$ cat config.mk
export PLATFORM = sky130hd
export DESIGN_NAME = backward_registered_v3_flat
export DESIGN_NICKNAME = d
export VERILOG_FILES = /design/src/rtl/bus_hs_pkg.sv /design/src/rtl/backward_registered_v3_if.sv /design/src/rtl/backward_registered_v3_skid_reg.sv /design/src/rtl/backward_registered_v3.sv /design/src/flat_wrapper.sv
export SDC_FILE = /design/constraint.sdc
export NUM_CORES = 1
export LEC_CHECK = 0
export CORE_UTILIZATION = 35
export CTS_CLUSTER_DIAMETER = 40
export DETAILED_ROUTE_END_ITERATION = 16
export PLACE_DENSITY_LB_ADDON = 0.25
export SLEW_MARGIN = 20
export SYNTH_ARGS = -nofsm -noshare
export SYNTH_HDL_FRONTEND = slang
export SYNTH_SLANG_ARGS = --single-unit
$ cat constraint.sdc
create_clock -name clk -period 1.65 [get_ports clk]
set_input_delay 0.33 -clock clk [delete_from_list [all_inputs] [get_ports clk]]
set_output_delay 0.33 -clock clk [all_outputs]
set_load 0.05 [all_outputs]
$ cat src/rtl/bus_hs_pkg.sv
// rtl/bus_hs_pkg.sv - shared state encoding and helpers for the valid/ready stages
// Used by backward_registered_v3 and its skid register.
package bus_hs_pkg;

   localparam logic [1:0] ST_IDLE = 2'd0;
   localparam logic [1:0] ST_PASS = 2'd1;
   localparam logic [1:0] ST_SKID = 2'd2;

   typedef enum logic [1:0] {
      IDLE = ST_IDLE,
      PASS = ST_PASS,
      SKID = ST_SKID
   } hs_state_e;

   // Number of bits needed to hold values 0..value-1.
   function automatic int clog2(input int value);
      int r;
      int v;
      r = 0;
      v = value - 1;
      while (v > 0) begin
         r = r + 1;
         v = v >>> 1;
      end
      return r;
   endfunction

endpackage

$ cat src/rtl/backward_registered_v3_if.sv
// rtl/backward_registered_v3_if.sv - valid/ready bus seen by the backward-registered stage
// master is the surrounding source/destination environment, slave is the stage itself.
interface backward_registered_v3_if #(
   parameter int WIDTH = 9
);

   logic             src_vaild;
   logic [WIDTH-1:0] src_data_in;
   logic             src_ready;
   logic             dst_ready;
   logic             dst_vaild;
   logic [WIDTH-1:0] dst_data_out;

   modport master (
      output src_vaild,
      output src_data_in,
      output dst_ready,
      input  src_ready,
      input  dst_vaild,
      input  dst_data_out
   );

   modport slave (
      input  src_vaild,
      input  src_data_in,
      input  dst_ready,
      output src_ready,
      output dst_vaild,
      output dst_data_out
   );

endinterface

$ cat src/rtl/backward_registered_v3_skid_reg.sv
// rtl/backward_registered_v3_skid_reg.sv - one-entry skid register with valid bit
// load wins over drain; clr empties the entry and zeroes the data.
module skid_reg #(
   parameter int WIDTH = 9
) (
   input  logic             clk,
   input  logic             clr,
   input  logic             load,
   input  logic             drain,
   input  logic [WIDTH-1:0] d,
   output logic [WIDTH-1:0] q,
   output logic             valid
);

   always_ff @(posedge clk) begin
      if (clr) begin
         q     <= '0;
         valid <= 1'b0;
      end else if (load) begin
         q     <= d;
         valid <= 1'b1;
      end else if (drain) begin
         valid <= 1'b0;
      end
   end

endmodule

$ cat src/rtl/backward_registered_v3.sv
// rtl/backward_registered_v3.sv - ready-path registered pipeline stage with skid buffer
// src_ready comes straight from a flop; dst side is zero latency while the skid is empty.
module backward_registered_v3
   import bus_hs_pkg::*;
#(
   parameter int WIDTH = 9,
   parameter int DEPTH = 256
) (
   input  logic                      clk,
   input  logic                      s_rst,
   backward_registered_v3_if.slave   bus,
   output logic                      skid_full,
   output logic [clog2(DEPTH)-1:0]   xfer_cnt
);

   localparam int CNT_W = clog2(DEPTH);

   hs_state_e        state_q;
   hs_state_e        state_d;
   logic             src_ready_q;
   logic             skid_load;
   logic             skid_drain;
   logic [WIDTH-1:0] skid_data;
   logic             skid_valid;
   logic             dst_fire;

   skid_reg #(
      .WIDTH (WIDTH)
   ) u_skid (
      .clk   (clk),
      .clr   (s_rst),
      .load  (skid_load),
      .drain (skid_drain),
      .d     (bus.src_data_in),
      .q     (skid_data),
      .valid (skid_valid)
   );

   // src_ready is registered from the next state so dst_ready never reaches it combinationally.
   always_ff @(posedge clk) begin
      if (s_rst) begin
         state_q     <= IDLE;
         src_ready_q <= 1'b0;
         xfer_cnt    <= '0;
      end else begin
         state_q     <= state_d;
         src_ready_q <= (state_d == PASS);
         if (dst_fire) begin
            xfer_cnt <= xfer_cnt + CNT_W'(1);
         end
      end
   end

   always_comb begin
      state_d          = state_q;
      skid_load        = 1'b0;
      skid_drain       = 1'b0;
      bus.dst_vaild    = 1'b0;
      bus.dst_data_out = bus.src_data_in;
      case (state_q)
         IDLE: begin
            state_d = PASS;
         end
         PASS: begin
            bus.dst_vaild = bus.src_vaild;
            if (bus.src_vaild && !bus.dst_ready) begin
               skid_load = 1'b1;
               state_d   = SKID;
            end
         end
         SKID: begin
            bus.dst_vaild    = 1'b1;
            bus.dst_data_out = skid_data;
            if (bus.dst_ready) begin
               skid_drain = 1'b1;
               state_d    = PASS;
            end
         end
         default: begin
            state_d = IDLE;
         end
      endcase
   end

   assign dst_fire      = bus.dst_vaild && bus.dst_ready;
   assign bus.src_ready = src_ready_q;
   assign skid_full     = skid_valid;

endmodule

$ cat src/flat_wrapper.sv
// flat-port wrapper written by rule: the top's interface ports become plain ports
module backward_registered_v3_flat import bus_hs_pkg::*;
#(
   parameter int WIDTH = 9,
   parameter int DEPTH = 256
)
  (clk, s_rst, skid_full, xfer_cnt, bus_src_vaild, bus_src_data_in, bus_dst_ready, bus_src_ready, bus_dst_vaild, bus_dst_data_out);
  backward_registered_v3_if #(.WIDTH(WIDTH)) bus_i ();
  input  logic clk;
  input  logic s_rst;
  output logic skid_full;
  output logic [clog2(DEPTH)-1:0] xfer_cnt;
  input wire logic [$bits(bus_i.src_vaild)-1:0] bus_src_vaild;
  input wire logic [$bits(bus_i.src_data_in)-1:0] bus_src_data_in;
  input wire logic [$bits(bus_i.dst_ready)-1:0] bus_dst_ready;
  output wire logic [$bits(bus_i.src_ready)-1:0] bus_src_ready;
  output wire logic [$bits(bus_i.dst_vaild)-1:0] bus_dst_vaild;
  output wire logic [$bits(bus_i.dst_data_out)-1:0] bus_dst_data_out;
  assign bus_i.src_vaild = bus_src_vaild;
  assign bus_i.src_data_in = bus_src_data_in;
  assign bus_i.dst_ready = bus_dst_ready;
  assign bus_src_ready = bus_i.src_ready;
  assign bus_dst_vaild = bus_i.dst_vaild;
  assign bus_dst_data_out = bus_i.dst_data_out;
  backward_registered_v3 #(.WIDTH(WIDTH), .DEPTH(DEPTH)) u_core (.clk(clk), .s_rst(s_rst), .bus(bus_i), .skid_full(skid_full), .xfer_cnt(xfer_cnt));
endmodule
Yosys cells after proc, flatten, opt, wreduce, memory -nomap -nowiden
Index checks and enable logic that the tools add are counted.

word-level totals
  flip-flop bits (word level) = 21
  output and inout port bits = 20
  word-level logic and storage cells = 25

operators by class
  add/sub/neg operators = 1
  eq/ne operators = 3
  muxes and demuxes = 11
  reductions and logical operators = 5

operators with widths
  cell                                                  count
  2-to-1 mux 9 bit                                      1
  adder 8 x 1 -> 8 bit (second input constant)          1
  2-to-1 mux 1 bit                                      6
  case mux 2 bit (3 select lines)                       1
  equality test 2 x 1 -> 1 bit (second input constant)  2
  2-to-1 mux 2 bit                                      2
  equality test 2 bit (second input constant)           1
  logical AND 1 bit                                     2
  logical NOT 2 bit                                     1
  case mux 1 bit (2 select lines)                       1
  nonzero test 2 bit                                    1
  logical NOT 1 bit                                     1

Longest topological paths before layout
  depth after elaboration = 5
  gate-level depth with buffers = 6
  depth with buffers taken out = 6

Hierarchy
From an unflattened synthesis, not the netlist that was laid out.

unflattened totals
  cell total of the unflattened synthesis = 106
  area, all modules = 1,028.5 sq um

by module, submodules not included
  module                  times used  cells each  area an instance (sq um)  sequential area each (sq um)
  backward_registered_v3  1           73          673.1                     220.2
  skid_reg                1           33          355.3                     200.2

Worst setup path after synthesis
Ideal clock, no wire load.

  path type = reg2out
  from = reg u_core.state_q[0]
  to = out bus_dst_vaild
  arrival time = 1.449 ns
  required time = 1.320 ns
  path slack = -0.129 ns
  stages on the path, launching flop included = 4
  buffers on the path = 0
  cells stage by stage = dfxtp_1 > inv_1 > ha_1 > nor2b_1

between the ends
  word-level cells in the longest chain between the ends = 2

ends and longest elaborated chain
  element                                                                     RTL line                      source
  start: declaration                                                          backward_registered_v3.sv:18  hs_state_e state_q;
  start signal: assignment                                                    backward_registered_v3.sv:46  state_q <= state_d;
  equality test 2 bit / equality test 2 x 1 -> 1 bit (equally long branches)  backward_registered_v3.sv:60  case (state_q)
  case mux 1 bit (2 select lines) *                                           backward_registered_v3.sv:60
  end: declaration                                                            flat_wrapper.sv:17            output wire logic [$bits(bus_i.dst_vaild)-1:0] bus_dst_vaild;

Every way passes the cells marked *; elsewhere a longest branch is shown, timed or not.

Final worst setup path
  from = reg u_core.state_q[0]
  to = out bus_dst_data_out[7]

between the ends
  word-level cells in the longest chain between the ends = 2

ends and longest elaborated chain
  element              RTL line                      source
  equality test 2 bit  backward_registered_v3.sv:60
  2-to-1 mux 9 bit     backward_registered_v3.sv:60
  end: declaration     flat_wrapper.sv:18            output wire logic [$bits(bus_i.dst_data_out)-1:0] bus_dst_data_out;

Every way passes these cells.

==> flow_summary.toml <==
[power_and_ir_drop]
internal_power_mw = 0.905
p_clk_share_pct = 18.3
pwr-share-comb_pct = 40.7
p_seq_share_pct = 41.0
switching_share_pct = 33.4
peakVddDrop_uv = 536
p_sw_mw = 0.453
p_per_area_nw_per_um2 = 785
leakage_nw = 0.762

[outcome]
outcome = "finished with violations"
failed_checks = "design-rule violations, negative setup slack"

[synth]
yosysTopAreaCellShare_pct = 39.5
syn_avg_cell_area_um2 = 10.1
yosysSeqAreaShare_pct = 39.5
synthDistinctLibCells = 25
synth_top_cell_by_area = "dfxtp_1"
synth_nets = 123
synth_area_leaders = "dfxtp_1, mux2_2, mux2i_1"
ys_warn_count = 0
syn_inst = 105
synth_area_um2 = 1060
ys_ff_latch = 21

[drt]
firstDrtPassIters = 11
wl_per_cell_um = 13.4
drt_iter0_drc = 13
ant_nets = 0
drc_errors = 4
dr_total_vias = 918
vias_per_cell = 5.04
drt_wl_total_um = 2450

[final_layout]
diodes = 0
mostFrequentLayoutCells = "dfxtp_1, nor2_1, buf_4, clkdlybuf4s50_1"
final_cell_area_um2 = 1730
nets = 170
final_common_cell = "dfxtp_1"
layout-drive-gt1-share_pct = 41.7
syn_to_final_growth_pct = 62.4
num-fill-cells = 241

[sta]
max_freq_mhz = 548
fin_ws_ns = -0.174
hold_viol_final = 0
fin_skew_ns = 0.0105
setup_viol = 10
slew_violations = 0
hold-worst-slack_ns = 0.468
slew_headroom_pct = 75.4
final.period_utilization_pct = 111
fin_crit_ns = 1.82
rsz0062_at_grt = "true"
worst_pin_slew_ns = 0.366

[grt]
top_usage_layer = "met2"
grtUsageTotal_pct = 14.5
grt_use_met2_pct = 24.7
grtUsageMet1_pct = 18.7
gr-total-overflow = 0
grt_antenna_before_repair = 0
grt_pass1_wl_um = 3770
grt_pass1_vias = 861
grt_start_max_net_pins = 20
met3_usage_pct = 3.40

[clock_network]
cts_sinks = 21
clockBufferDepth = 2
cts_inserted_buffers = 3
cts-root-buf = "clkbuf_4"
clkSlewWorstSetupHoldPaths_ns = 0.12
cts_max_level = 1
insertion_delay_ns = 0.31
cts_tree = "yes"
ctsHoldBuffers = 0

[place]
place_hpwl_um = 1660
gp_congestion = 0.725
io_buffers = 32
dpl_cell_area_um2 = 1470

[floorplan]
num_rows = 19
ios = 33
die_h_um = 57.2
die_w_um = 57.2
core_area_um2 = 2830
fp.dieArea_um2 = 3270
initial_utilization_pct = 37.6

[critical_path]
critPathRequiredTime_ns = 1.32
path_max_fanout = 5
worst-setup-path-type = "reg2out"
cpMaxStageDelayCell = "dfxtp_2"
start_kind = "register"
path_cells = "inv_2 -> ha_4 -> clkbuf_16 -> mux2_4 -> buf_8"
cp_data_arrival_time_ns = 1.49
critPathMaxStageDelay_ns = 0.36
end_kind = "output port"

[job]
cap_viol_max_count = 0

[hold_path]
hold_path_class = "reg2reg"
## logic make-up (layout without fill, tap and decap cells)
family | Yosys count | count (layout) | share of synthesized area [%]
AOI/OAI and AO/OA | 9 | 9 | 6.93
xor gates and xnor gates | 7 | 7 | 5.76
adders and majority gates | 5 | 5 | 5.88
buffers and inverters | 7 | 53 | 2.94
DFF | 21 | 21 | 39.5
muxes | 18 | 18 | 18.0
and+or+nand+nor | 38 | 38 | 21.0
## power by group through the flow
stage | clock (mW) | sequential (mW) | combinational [mW]
floorplan | 0 | 0.599 | 0.245
global placement | 0 | 0.563 | 0.438
detailed placement | 0 | 0.565 | 0.445
CTS | 0.255 | 0.556 | 0.480
global route | 0.282 | 0.561 | 0.584
finish | 0.248 | 0.556 | 0.553
## stage by stage
step	util [%]	worst slack [ns]	cells	power [mW]	setup TNS, ns
final	61.1	-0.174	182	1.36	-1.65
after global routing	61.1	-0.227	182	1.43	-2.25
after floorplan	-	0.0199	105	0.844	0
after global placement	52.1	-0.119	173	1.00	-1.18
after CTS	55.5	-0.222	178	1.29	-2.12
after detailed placement	52.1	-0.162	173	1.01	-1.81
## repair_timing
item / 4_1_cts / 5_1_grt
setup endpoints to repair: 10 / 15
gates cloned: 0 / 1
pin swaps: 1 / 3
endpoints found under the hold margin: 0 / 0
setup buffers: 1 / 3
resized for setup: 17 / 25
## per-layer routing
metal | vias up | wire (µm)
met2 | 14 | 1230
li1 | 455 | -
met1 | 449 | 1140
met4 | 0 | 0
met3 | 0 | 78
met5 | - | 0
## cell type report
| cell class | count | area (µm²) | share of cell area, % |
|---|---|---|---|
| well taps | 31 | 38.8 | 2.24 |
| clock buffers | 4 | 26.3 | 1.52 |
| multi-input cells | 77 | 709 | 41.0 |
| repair buffers | 46 | 518 | 30.0 |
| inverters | 3 | 11.3 | 0.651 |
| flip-flops and latches | 21 | 425 | 24.6 |
## critical path: cells and delay by family (launching register included)
family     cells  cell delay, ns
mux            1            0.30
flops          1            0.36
fa+ha+maj      1            0.17
buf+inv        3            0.35
## state kept, by name, summed over array words and instances, names as in the netlist
signal                flops
u_core.u_skid.valid       1
u_core.bus.src_ready      1
u_core.state_q            2
u_core.xfer_cnt           8
u_core.u_skid.q           9
## final timing paths
check,cells after the start,slack (ns),endpoint,startpoint
max,5,-0.17,bus_dst_data_out[7],u_core.state_q[0]
min,2,0.47,u_core.u_skid.valid,u_core.u_skid.valid
max reg2reg,6,0.06,u_core.xfer_cnt[3],u_core.state_q[1]
min reg2reg,2,0.47,u_core.u_skid.valid,u_core.u_skid.valid
## Yosys cell counts (all sizes together)
master	number
nor2	18
nand3b	1
o21ai	3
xnor2	7
mux2i	9
buf	2
clkbuf	2
nor2b	2
mux2	9
dfxtp	21
nor4b	4
nor3b	1
nand4	2
nor3	1
ha	5
a21oi	4
nand3	1
a211oi	1
inv	3
and2b	2
nand2	6
a2111oi	1
Note: power is estimated with default switching activity, not from simulation.
